===== src/rtl/alu_pkg.sv =====
// Shared definitions for the ALU and its request arbiter: op codes,
// arbiter FSM encoding and op legality.
package alu_pkg;

    localparam logic [3:0] OP_AND = 4'd0;
    localparam logic [3:0] OP_OR  = 4'd1;
    localparam logic [3:0] OP_XOR = 4'd2;
    localparam logic [3:0] OP_NOR = 4'd3;
    localparam logic [3:0] OP_ADD = 4'd5;
    localparam logic [3:0] OP_SUB = 4'd6;
    localparam logic [3:0] OP_SLT = 4'd7;
    localparam logic [3:0] OP_SRL = 4'd8;
    localparam logic [3:0] OP_SLL = 4'd9;
    localparam logic [3:0] OP_SRA = 4'd10;
    localparam logic [3:0] OP_MAX = 4'd10;

    typedef enum logic [1:0] {
        IDLE = 2'd0,
        EXEC = 2'd1,
        RESP = 2'd2
    } state_e;

    // Code 4 is a hole in the op map; everything above OP_MAX is unused.
    function automatic logic is_legal_op(input logic [3:0] op);
        return (op <= OP_MAX) && (op != 4'd4);
    endfunction

endpackage


===== src/rtl/alu.sv =====
// Combinational 32-bit ALU: logic ops, add/sub with signed overflow,
// signed set-less-than and shifts by Y[4:0].
module alu
    import alu_pkg::*;
(
    input  logic [31:0] x,
    input  logic [31:0] y,
    input  logic [3:0]  op_code,
    output logic [31:0] z,
    output logic        overflow,
    output logic        equal,
    output logic        zero
);

    logic [31:0] sum;
    logic [31:0] diff;

    assign sum  = x + y;
    assign diff = x - y;

    always_comb begin
        z        = '0;
        overflow = 1'b0;
        case (op_code)
            OP_AND: z = x & y;
            OP_OR:  z = x | y;
            OP_XOR: z = x ^ y;
            OP_NOR: z = ~(x | y);
            OP_ADD: begin
                z        = sum;
                overflow = (x[31] == y[31]) && (sum[31] != x[31]);
            end
            OP_SUB: begin
                z        = diff;
                overflow = (x[31] != y[31]) && (diff[31] != x[31]);
            end
            OP_SLT: z = {31'b0, $signed(x) < $signed(y)};
            OP_SRL: z = x >> y[4:0];
            OP_SLL: z = x << y[4:0];
            OP_SRA: z = $unsigned($signed(x) >>> y[4:0]);
            default: z = '0;
        endcase
    end

    assign equal = (x == y);
    assign zero  = (z == '0);

endmodule


===== src/rtl/alu_arbiter_rr_picker.sv =====
// Round-robin picker: first valid requester at or after rr_ptr, wrapping
// modulo N_REQ. Returns the one-hot grant and its index.
module rr_picker #(
    parameter  int N_REQ = 4,
    localparam int ID_W  = $clog2(N_REQ)
) (
    input  logic [N_REQ-1:0] valid,
    input  logic [ID_W-1:0]  rr_ptr,
    output logic [N_REQ-1:0] grant,
    output logic [ID_W-1:0]  grant_idx,
    output logic             any_valid
);

    int              pos;
    logic [ID_W-1:0] sel;

    // Scan from the farthest offset down so the closest valid one wins.
    always_comb begin
        grant     = '0;
        grant_idx = '0;
        pos       = 0;
        sel       = '0;
        any_valid = |valid;
        for (int off = N_REQ - 1; off >= 0; off--) begin
            pos = int'(rr_ptr) + off;
            if (pos >= N_REQ) pos = pos - N_REQ;
            sel = pos[ID_W-1:0];
            if (valid[sel]) begin
                grant      = '0;
                grant[sel] = 1'b1;
                grant_idx  = sel;
            end
        end
    end

endmodule


===== src/rtl/alu_arbiter.sv =====
// Shares one ALU between N_REQ requesters: round-robin request grant,
// registered operands, one EXEC cycle, then a valid/ready response.
module alu_arbiter
    import alu_pkg::*;
#(
    parameter  int N_REQ = 4,
    localparam int ID_W  = $clog2(N_REQ)
) (
    input  logic               clk,
    input  logic               rst_n,
    input  logic [N_REQ-1:0]   req_valid,
    output logic [N_REQ-1:0]   req_ready,
    input  logic [32*N_REQ-1:0] req_x,
    input  logic [32*N_REQ-1:0] req_y,
    input  logic [4*N_REQ-1:0] req_op,
    output logic               rsp_valid,
    input  logic               rsp_ready,
    output logic [ID_W-1:0]    rsp_id,
    output logic [31:0]        rsp_z,
    output logic               rsp_overflow,
    output logic               rsp_equal,
    output logic               rsp_zero,
    output logic               rsp_err,
    output logic               busy
);

    // Handshakes: a request transfers on an edge where req_valid[i] and
    // req_ready[i] are both 1; a response transfers where rsp_valid and
    // rsp_ready are both 1. Requesters hold valid and operands until ready.

    state_e            state_q, state_d;
    logic [ID_W-1:0]   rr_ptr_q, rr_ptr_d;
    logic [31:0]       op_x_q, op_x_d, op_y_q, op_y_d;
    logic [3:0]        op_code_q, op_code_d;
    logic              rsp_valid_q, rsp_valid_d;
    logic [ID_W-1:0]   rsp_id_q, rsp_id_d;
    logic [31:0]       rsp_z_q, rsp_z_d;
    logic              rsp_ovf_q, rsp_ovf_d, rsp_eq_q, rsp_eq_d;
    logic              rsp_zero_q, rsp_zero_d, rsp_err_q, rsp_err_d;

    logic [31:0]       x_arr [N_REQ];
    logic [31:0]       y_arr [N_REQ];
    logic [3:0]        op_arr [N_REQ];
    logic [N_REQ-1:0]  grant;
    logic [ID_W-1:0]   grant_idx;
    logic              any_valid;
    logic              req_hs;
    logic              op_legal;
    logic [31:0]       alu_z;
    logic              alu_ovf, alu_eq, alu_zero;

    for (genvar i = 0; i < N_REQ; i++) begin : g_slice
        assign x_arr[i]  = req_x[32*i +: 32];
        assign y_arr[i]  = req_y[32*i +: 32];
        assign op_arr[i] = req_op[4*i +: 4];
    end

    rr_picker #(.N_REQ(N_REQ)) u_picker (
        .valid     (req_valid),
        .rr_ptr    (rr_ptr_q),
        .grant     (grant),
        .grant_idx (grant_idx),
        .any_valid (any_valid)
    );

    alu u_alu (
        .x        (op_x_q),
        .y        (op_y_q),
        .op_code  (op_code_q),
        .z        (alu_z),
        .overflow (alu_ovf),
        .equal    (alu_eq),
        .zero     (alu_zero)
    );

    assign req_hs   = |(req_valid & req_ready);
    assign op_legal = is_legal_op(op_code_q);

    always_ff @(posedge clk) begin
        if (!rst_n) begin
            state_q     <= IDLE;
            rr_ptr_q    <= '0;
            op_x_q      <= '0;
            op_y_q      <= '0;
            op_code_q   <= '0;
            rsp_valid_q <= 1'b0;
            rsp_id_q    <= '0;
            rsp_z_q     <= '0;
            rsp_ovf_q   <= 1'b0;
            rsp_eq_q    <= 1'b0;
            rsp_zero_q  <= 1'b0;
            rsp_err_q   <= 1'b0;
        end else begin
            state_q     <= state_d;
            rr_ptr_q    <= rr_ptr_d;
            op_x_q      <= op_x_d;
            op_y_q      <= op_y_d;
            op_code_q   <= op_code_d;
            rsp_valid_q <= rsp_valid_d;
            rsp_id_q    <= rsp_id_d;
            rsp_z_q     <= rsp_z_d;
            rsp_ovf_q   <= rsp_ovf_d;
            rsp_eq_q    <= rsp_eq_d;
            rsp_zero_q  <= rsp_zero_d;
            rsp_err_q   <= rsp_err_d;
        end
    end

    always_comb begin
        state_d = state_q;
        case (state_q)
            IDLE:    if (req_hs) state_d = EXEC;
            EXEC:    state_d = RESP;
            RESP:    if (rsp_ready) state_d = IDLE;
            default: state_d = IDLE;
        endcase
    end

    always_comb begin
        req_ready = (state_q == IDLE && rst_n) ? grant : '0;
        busy      = (state_q != IDLE);
    end

    always_comb begin
        rr_ptr_d    = rr_ptr_q;
        op_x_d      = op_x_q;
        op_y_d      = op_y_q;
        op_code_d   = op_code_q;
        rsp_valid_d = rsp_valid_q;
        rsp_id_d    = rsp_id_q;
        rsp_z_d     = rsp_z_q;
        rsp_ovf_d   = rsp_ovf_q;
        rsp_eq_d    = rsp_eq_q;
        rsp_zero_d  = rsp_zero_q;
        rsp_err_d   = rsp_err_q;
        case (state_q)
            IDLE: if (req_hs) begin
                op_x_d    = x_arr[grant_idx];
                op_y_d    = y_arr[grant_idx];
                op_code_d = op_arr[grant_idx];
                rsp_id_d  = grant_idx;
                rr_ptr_d  = (grant_idx == ID_W'(N_REQ - 1)) ? '0 : grant_idx + ID_W'(1);
            end
            // Illegal ops report only rsp_err; result and flags read as zero.
            EXEC: begin
                rsp_valid_d = 1'b1;
                rsp_err_d   = !op_legal;
                rsp_z_d     = op_legal ? alu_z : '0;
                rsp_ovf_d   = op_legal && alu_ovf;
                rsp_eq_d    = op_legal && alu_eq;
                rsp_zero_d  = op_legal && alu_zero;
            end
            RESP: if (rsp_ready) begin
                rsp_valid_d = 1'b0;
                rsp_err_d   = 1'b0;
            end
            default: ;
        endcase
    end

    assign rsp_valid    = rsp_valid_q;
    assign rsp_id       = rsp_id_q;
    assign rsp_z        = rsp_z_q;
    assign rsp_overflow = rsp_ovf_q;
    assign rsp_equal    = rsp_eq_q;
    assign rsp_zero     = rsp_zero_q;
    assign rsp_err      = rsp_err_q;

endmodule


===== config.mk =====
export PLATFORM = sky130hd
export DESIGN_NAME = alu_arbiter
export DESIGN_NICKNAME = d
export VERILOG_FILES = /design/src/rtl/alu_pkg.sv /design/src/rtl/alu.sv /design/src/rtl/alu_arbiter_rr_picker.sv /design/src/rtl/alu_arbiter.sv
export SDC_FILE = /design/constraint.sdc
export NUM_CORES = 1
export LEC_CHECK = 0
export CAP_MARGIN = 10
export CORE_MARGIN = 2
export CORE_UTILIZATION = 51
export DETAILED_ROUTE_END_ITERATION = 6
export PLACE_DENSITY = 0.82
export REMOVE_ABC_BUFFERS = 1
export SYNTH_ARGS = -nofsm -noshare
export SYNTH_HDL_FRONTEND = slang
export SYNTH_SLANG_ARGS = --single-unit

===== constraint.sdc =====
create_clock -name clk -period 6.4 [get_ports clk]
set_input_delay 0.64 -clock clk [delete_from_list [all_inputs] [get_ports clk]]
set_output_delay 0.64 -clock clk [all_outputs]
set_load 0.05 [all_outputs]

After elaboration in Yosys (flattened, before gate mapping)
Index checks and enable logic that the tools add are counted.
Storage, ports and cells
  bits in registers: 111
  bits in latches: 0
  RAM bits: 0
  ROM bits: 0
  input bits: 279
  memories: 0
Cells by class
  add/sub/neg operators: 10
  multiply operators: 0
  divide/modulo/power cells: 0
  order comparisons: 15
  equal/unequal tests: 20
  shifts and indexed selects: 3
  mux-type cells: 48
  bitwise gates (word level): 6
  reduce and logical (&&, ||, !) cells: 21
Operators with widths (count)
  32-bit case mux with 10 select lines: 1
  32-bit 2-to-1 mux: 5
  32-bit binary-select mux with 2-bit select: 2
  32-bit adder: 1
  32-bit bitwise AND: 1
  32-bit == test: 1
  32-bit zero test: 1
  32-bit less-than comparator: 1
  32-bit inverter: 1
  32-bit bitwise OR: 1
  32-bit by 5-bit << shifter with 32-bit output: 1
  32-bit by 5-bit right shift with 32-bit output: 1
  32-bit by 5-bit >>> shifter with 32-bit output: 1
  32-bit subtractor: 1
  32-bit XOR: 1
  4-bit 2-to-1 mux: 7
  2-bit 2-to-1 mux: 11
  4-bit by 3-bit == test with 1-bit output, second input constant: 3
  4-bit == test, second input constant: 3
  3-bit >= comparator, second input constant: 4
  2-bit by 3-bit less-than comparator with 1-bit output, second input constant: 4
  1-bit logical AND: 11
  1-bit 2-to-1 mux: 9
  1-bit binary-select mux with 2-bit select: 4
  other kinds (27): 47

Longest topological paths before layout
Gate-level depths: netlist (run 1).
  depth in word-level cells: 16
  mapped depth: 18
  depth with buffers taken out: 14

Cells and area by module
Synthesis (run 1) repeated with hierarchy kept, for this count alone.
Second synthesis, totals
  cell total of the unflattened synthesis: 2230
  area, all modules: 17576.9 µm²
By module, submodules not included
  alu: instances 1, cells an instance 1533, area an instance 10655.2 µm², sequential area each 0.0 µm²
  alu_arbiter: instances 1, cells an instance 630, area an instance 6426.2 µm², sequential area each 2222.1 µm²
  rr_picker: instances 1, cells an instance 67, area an instance 495.5 µm², sequential area each 0.0 µm²

Worst setup path after synthesis (run 1)
OpenSTA, ideal clock, no wires.
  kind: register to register
  start point: reg op_y_q[2]
  end point: reg rsp_zero_q, in the netlist rsp_zero
  data arrival time: 4.405 ns
  required time: 6.331 ns
  setup slack: 1.926 ns
  stages on the path, launching flop included: 19
  buffers on the path: 5
  cell sequence: dfxtp_1 > buf_2 > inv_1 > clkbuf_1 > clkbuf_1 > buf_1 > ha_1 > clkbuf_1 > nor2b_1 > a211o_1 > o31a_1 > a311o_1 > a31o_2 > mux2i_1 > nor4_1 > o2111ai_1 > nor4_2 > nand4_1 > o21ai_1
On the way
  cells in the longest elaborated chain, start to end: 5
  elaborated cells on any way between the ends: 13
  those cells by class: 2 x add/sub; 1 x order compare; 3 x shift; 1 x mux; 4 x bitwise; 2 x reduce/logical
Ends and longest elaborated chain
  from (decl): line alu_arbiter.sv:33  | logic [31:0] op_x_q, op_x_d, op_y_q, op_y_d;
  from (signal assigned): line alu_arbiter.sv:97  | op_y_q <= op_y_d;
  branches (longest 2 deep; another with 32-bit subtractor)
  32-bit case mux with 10 select lines (*): line alu.sv:24  | case (op_code)
  32-bit zero test (*): line alu.sv:46  | assign zero = (z == '0);
  1-bit logical AND (*): line alu_arbiter.sv:151  | rsp_zero_d = op_legal && alu_zero;
  to (signal assigned): line alu_arbiter.sv:104  | rsp_zero_q <= rsp_zero_d;
  to (decl): line alu_arbiter.sv:39  | logic rsp_zero_q, rsp_zero_d, rsp_err_q, rsp_err_d;
Every way passes the cells marked *.
A chain may end at the register's enable or synchronous reset.

Final worst setup path (run 1)
  start point: reg op_y_q[1]
  end point: reg rsp_zero_q, in the netlist rsp_zero
The elaborated chain is that of the path after synthesis.

==> results of run 1 <==
[cells by family (layout without fill, tap and decap cells)]
logic type               count (synthesis)  after routing  synth area share, %
adder cells (fa/ha/maj)                119            119                8.698
multiplexers                           156            156                12.82
flip-flops                             111            111                12.85
buffers and inverters                  340            498                8.025
AO/OA/AOI/OAI                          806            806                32.71
AND/OR/NAND/NOR                        837            837                22.87
other                                    0              1                    0
XOR/XNOR                                40             40                2.026
[cell type report]
type,count,area share [%]
diodes,1,0.01193
clock buffers,11,1.259
clock inverters,5,0.1790
inverters,103,1.849
multi-input cells,1958,65.62
flip-flops and latches,111,10.67
well taps,448,2.673
repair buffers,379,17.74
[worst max-delay path by stage]
stage | startpoint | end | slack [ns] | cells past startpoint
floorplan | rr_ptr_q[0]$_SDFFE_PN0P_ | op_y_q[1]$_SDFFE_PN0P_ | -3.76 | 9
global placement | op_y_q[2]$_SDFFE_PN0P_ | rsp_zero$_SDFFE_PN0P_ | 1.75 | 13
detailed placement | op_y_q[1]$_SDFFE_PN0P_ | rsp_zero$_SDFFE_PN0P_ | 1.67 | 13
CTS | op_y_q[1]$_SDFFE_PN0P_ | rsp_zero$_SDFFE_PN0P_ | 1.59 | 13
global route | op_y_q[2]$_SDFFE_PN0P_ | rsp_zero$_SDFFE_PN0P_ | 1.24 | 13
finish | op_y_q[1]$_SDFFE_PN0P_ | rsp_zero$_SDFFE_PN0P_ | 1.39 | 13
[worst max-delay path: stages (launching register included)]
cell	delay, ns
dfxtp_4	0.84
inv_2	0.35
ha_1	0.43
or2_1	0.26
a211o_1	0.33
a211oi_1	0.32
o2111ai_1	0.35
nand2_1	0.20
a21oi_1	0.13
o41ai_1	0.74
mux2i_1	0.20
nor4b_1	0.48
nand2_1	0.11
o21ai_1	0.16
[metrics by stage]
stage | util, % | TNS, ns
finish | 62.70 | 0
global route | 62.69 | 0
floorplan | - | -269.45
detailed placement | 61.75 | 0
global placement | 61.75 | 0
CTS | 62.65 | 0
[cells in the mapped netlist, drive strengths merged, types with 28 or more instances]
library cell  number  area [um2]
inv              102       382.9
nand2            274        1031
o211ai            28       210.2
buf               63       347.8
xnor2             38       332.8
dfxtp            111        2222
nor2             243       912.1
clkbuf           174       653.1
a211oi           105       793.3
a311oi            73       639.4
o21ai             89       445.4
nor3              44       220.2
a21oi            204        1021
nor2b             29       181.4
o31ai             29       217.7
ha               117        1464
and2              81       506.7
mux2              31       352.8
mux2i             76       760.7
mux4              49        1104
[routing by layer]
layer / GRT usage [%] / up-vias / wire length, um
met5: 0 / - / 27
met4: 21.38 / 4 / 4495
met3: 10.65 / 308 / 9437
met2: 66.02 / 1436 / 33500
met1: 54.94 / 9972 / 30250
li1: - / 9273 / -
[state kept, by name (all words and copies together) (netlist names)]
signal	cells
op_code_q	4
op_x_q	32
op_y_q	32
rr_ptr_q	2
rsp_equal	1
rsp_err	1
rsp_id	2
rsp_overflow	1
rsp_valid	1
rsp_z	32
rsp_zero	1
state_q	2
[where the power goes]
part | internal, W | leakage [nW] | switching, W
Clock | 0.000300 | 0.143 | 0.000292
Sequential | 0.000960 | 0.910 | 0.000723
Combinational | 0.00366 | 6.41 | 0.00667
Total | 0.00492 | 7.46 | 0.00768
==> reports/metrics.cfg, run 1 <==
[clock_tree]
tritoncts = done
clock_latency_ns = 0.39
cts.sinks = 111
postCtsSetupBuffers = 0
htree_levels = 3
path_clk_slew_ns = 0.07
cts_inserted_buffers = 9
ctsResizeCount = 0
cts_root_buf = clkbuf_16
clockBufferDepth = 2
hold_buffers = 0

[synth]
postSynthRegisterBits = 111
synth_cells = 2409
synth_edf_count = 0
ys_seq_area_share_pct = 12.85
synth_async_sr_flop_share_pct = 0
ys_warn_count = 0
syn_avg_cell_area_um2 = 7.177
netlist-cell-type-count = 95
netlist_area_um2 = 17290
synth-main-ff-cell = dfxtp_1

[floorplan]
start_util_pct = 51.69
rows = 67
ios = 323
dieArea_um2 = 35390
core_area_um2 = 33450
die_width_um = 188.1
die_h_um = 188.1

[global_route]
grt_max_degree = 112
antenna_found_initial = 4
grt_pass1_wl_um = 117700
track_usage_pct = 42.60
grt_pass1_vias = 19690
grt_overflow = 0

[cells_and_area]
num-fill-cells = 2957
fin_area_um2 = 20970
layout.nets = 2960
layout_common_cells = clkdlybuf4s50_1 (322), nand2_1 (273), nor2_1 (241), a21oi_1 (204), ha_1 (117)
register_area_um2 = 2237
multi_input_area_um2 = 13760
drive_gt1_share_pct = 7.947
fin_cells = 3016
area_growth_pct = 21.30
final_common_cell = clkdlybuf4s50_1

[route]
num_vias = 20990
ant_nets = 0
drt-wirelength-per-cell_um = 25.76
first_pass_iters = 7
route.detailed.drc = 1
viasPerCell = 6.961
drt-initial-drc-count = 3010
routed_wl_um = 77710

[placement]
dp_hpwl_um = 58540
placed_cells = 2998
postPlaceCellArea_um2 = 20650
place.gp.congestion = 1.140
port_buffers = 322
dpl_worst_slack_ns = 1.670

[setup_path]
critPathLaunchType = register
cp.required_ns = 6.71
cp_data_arrival_time_ns = 5.33
critical_path.max_fanout = 56
endpoint_kind = register
r2r_cells = 13
reg2reg_to = rsp_zero$_SDFFE_PN0P_
critPathKind = register to register
rr_startpoint = op_y_q[1]$_SDFFE_PN0P_
rrSetupSlack_ns = 1.39

[min_path]
worst_hold_path.endpoint = rsp_equal$_SDFFE_PN0P_
min_path_cells = 2
hp-class = register to register
min-delay-start = rsp_equal$_SDFFE_PN0P_

[sta]
fin_ws_ns = 1.388
fin_crit_ns = 5.012
setup_viol = 0
finalCritPeriodShare_pct = 78.32
skew_ns = 0.01160
fmax_mhz = 199.5
max-slew-margin-rel_pct = 11.65
rsz0062_at_grt = no
maxSlewViolCount = 0
holdWs_ns = 0.4606
finalHoldViolCount = 0
worst_pin_slew_ns = 1.322

[run_status]
status = complete, but fails checks
violations = design-rule violations

[pwr]
powerDensity_nw_per_um2 = 600.9
finalPower_w = 0.01260
ir_drop_mv = 0.6695
total_leakage_power_nw = 7.458

[job]
drv_cap = 0

Note: power is estimated with default switching activity, not from simulation.
==> run 2: changes to the inputs <==
clock period = 5.15 ns   (was 6.4 ns; I/O delays follow)
==> run 2 against run 1 <==
  * The run now ends clean
  * Clock power increased by 19%
  * Non-clock buffer count increased by 40
  * Sequential power increased by 11%
  * Largest power group unchanged
==> reports/metrics.cfg, run 2 (same netlist as run 1, synthesis figures left out) <==
[sta]
rsz0062_at_grt = no  ; unchanged
fmax_mhz = 210.9
finalCritPeriodShare_pct = 92.08
maxSlewViolCount = 0  ; unchanged
skew_ns = 0.01431  ; was 0.01160 ns
fin_crit_ns = 4.742
max-slew-margin-rel_pct = 29.89  ; was 11.65%
worst_pin_slew_ns = 1.048  ; was 1.322 ns
setup_viol = 0  ; unchanged
finalHoldViolCount = 0  ; unchanged

[setup_path]
endpoint_kind = output pin  ; was register
cpMaxStageDelayCell = clkdlybuf4s50_1  ; was dfxtp_4
r2r_cells = 12  ; was 13
cpMostUsedCell = o21ai_0  ; was nand2_1
critical_path.max_fanout = 12  ; was 56
rrSetupSlack_ns = 0.54  ; was 1.39 ns
worst_path_largest_cell_delay_ns = 0.88  ; was 0.84 ns
reg2reg_to = op_x_q[13]$_SDFFE_PN0P_  ; was rsp_zero$_SDFFE_PN0P_
cp_cell_sequence = inv_1 -> ha_1 -> mux4_2 -> nor2b_1 -> a22oi_1 -> o21ai_0 -> o21ai_0 -> a21oi_1 -> clkdlybuf4s50_1  ; was inv_2 -> ha_1 -> or2_1 -> a211o_1 -> a211oi_1 -> o2111ai_1 -> nand2_1 -> a21oi_1 -> o41ai_1 -> mux2i_1 -> nor4b_1 -> nand2_1 -> o21ai_1
rr_startpoint = rr_ptr_q[0]$_SDFFE_PN0P_  ; was op_y_q[1]$_SDFFE_PN0P_
critPathLaunchType = register  ; unchanged
cp_data_arrival_time_ns = 4.23  ; was 5.33 ns
cp.required_ns = 4.64  ; was 6.71 ns
critPathKind = register to output pin  ; was register to register
startpoint = rr_ptr_q[0]$_SDFFE_PN0P_  ; was op_y_q[1]$_SDFFE_PN0P_

[clock_tree]
hold_buffers = 0  ; unchanged
clock_latency_ns = 0.39  ; about the same
clockBufferDepth = 2  ; unchanged
path_clk_slew_ns = 0.08  ; was 0.07 ns
postCtsSetupBuffers = 0  ; unchanged
cts_root_buf = clkbuf_16  ; unchanged
cts.sinks = 111  ; unchanged
ctsResizeCount = 0  ; unchanged
tritoncts = done  ; unchanged
cts_inserted_buffers = 9  ; unchanged
htree_levels = 3  ; unchanged

[global_route]
grt_max_degree = 139  ; was 112
grt_pass1_wl_um = 117900  ; was 117700 um
grt_pass1_vias = 19740  ; was 19690
antenna_found_initial = 3  ; was 4
grt_overflow = 0  ; unchanged
track_usage_pct = 42.54  ; was 42.60%

[floorplan]
die_h_um = 188.1  ; unchanged
ios = 323  ; unchanged
core_area_um2 = 33450  ; unchanged
start_util_pct = 51.69  ; unchanged
dieArea_um2 = 35390  ; unchanged
rows = 67  ; unchanged
die_width_um = 188.1  ; unchanged

[pwr]
total_leakage_power_nw = 7.652  ; was 7.458 nW
p_seq_share_pct = 11.7  ; was 13.3%
pwr-share-clk_pct = 4.4  ; was 4.7%
internal_power_w = 0.006257  ; was 0.004917 W
powerDensity_nw_per_um2 = 749.4  ; was 600.9 nW/um2
switchingPower_w = 0.009653  ; was 0.007685 W
finalPower_w = 0.01591  ; was 0.01260 W
p_sw_share_pct = 60.67  ; was 60.98%
ir_drop_mv = 1.327  ; was 0.6695 mV
power_frac_comb_pct = 83.9  ; was 82.0%

[run_status]
status = finished clean  ; was complete, but fails checks

[cells_and_area]
diodes = 0  ; was 1
area_growth_pct = 22.79  ; was 21.30%
drive_gt1_share_pct = 9.359  ; was 7.947%
final_core_util_pct = 63.48  ; was 62.70%
final_common_cell = clkdlybuf4s50_1  ; unchanged
fin_area_um2 = 21230  ; was 20970 um2
layout_common_cells = clkdlybuf4s50_1 (322), nand2_1 (273), nor2_1 (241), a21oi_1 (204), ha_1 (117)  ; unchanged
num-fill-cells = 2911  ; was 2957
layout.nets = 3000  ; was 2960

[route]
route.detailed.drc = 0  ; was 1
routed_wl_um = 77700  ; was 77710 um
first_pass_iters = 6  ; was 7
drt-wirelength-per-cell_um = 25.43  ; was 25.76 um
ant_nets = 0  ; unchanged
drt-initial-drc-count = 2895  ; was 3010
viasPerCell = 6.885  ; was 6.961
num_vias = 21030  ; was 20990

[placement]
place.gp.congestion = 1.095  ; was 1.140
port_buffers = 322  ; unchanged
postPlaceCellArea_um2 = 20950  ; was 20650 um2
dp_hpwl_um = 59270  ; was 58540 um

[min_path]
min-delay-start = rsp_equal$_SDFFE_PN0P_  ; unchanged
worst_hold_path.endpoint = rsp_equal$_SDFFE_PN0P_  ; unchanged
min_path_cells = 2  ; unchanged
hp-class = register to register  ; unchanged

[job]
drv_cap = 0  ; unchanged

[run 2: per-layer routing]
layer | global-route usage [%] | wire [um] | up-vias | part of all wire, %
li1 | - | - | 9350 | -
met1 | 55.62 | 31170 | 9979 | 40
met2 | 66.62 | 33740 | 1406 | 43
met3 | 10.39 | 9011 | 294 | 12
met4 | 18.26 | 3753 | 4 | 4.8
met5 | 0 | 21 | - | 0.027
[run 2: layout make-up]
type | count | area (um2) | area share, %
well taps | 448 | 560.5 | 2.640
inverters | 103 | 387.9 | 1.827
multi-input cells | 1958 | 13760 | 64.82
flip-flops and latches | 111 | 2237 | 10.54
clock buffers | 10 | 239.0 | 1.126
clock inverters | 6 | 43.79 | 0.2063
repair buffers | 419 | 4001 | 18.85
[run 2: metrics by stage]
step,setup TNS (ns),setup slack (ns),hold WS [ns],std cells
floorplan,-390.54,-5.009,0.4847,2172
global placement,0,0.8083,0.4435,3039
detailed placement,0,0.6522,0.4500,3039
CTS,0,0.5377,0.4598,3055
global route,0,0.1646,0.5190,3055
finish,0,0.4077,0.4614,3055
[run 2: how the worst max path moves through the flow]
stage / slack [ns] / cells past startpoint / end
floorplan: -5.01 / 9 / op_y_q[1]$_SDFFE_PN0P_
global placement: 0.81 / 12 / op_x_q[13]$_SDFFE_PN0P_
detailed placement: 0.65 / 12 / op_x_q[13]$_SDFFE_PN0P_
CTS: 0.54 / 9 / req_ready[2]
global route: 0.16 / 9 / req_ready[2]
finish: 0.41 / 9 / req_ready[2]
[run 2: worst max-delay path: cells and delay by family, from the launching register on]
family / cells / cell delay [ns]
buf+inv: 2 / 1.13
flops: 1 / 0.68
simple gates: 1 / 0.31
compound gates: 4 / 0.92
fa+ha+maj: 1 / 0.43
mux: 1 / 0.35
[run 2: power by group through the flow]
stage	Clock (W)	Combinational, W	Sequential, W
2_1_floorplan	0	0.00861	0.00236
5_1_grt	0.000744	0.0141	0.00189
3_5_place_dp	0	0.0127	0.00184
4_1_cts	0.000712	0.0128	0.00182
6_report	0.000705	0.0133	0.00186
3_3_place_gp	0	0.0125	0.00181
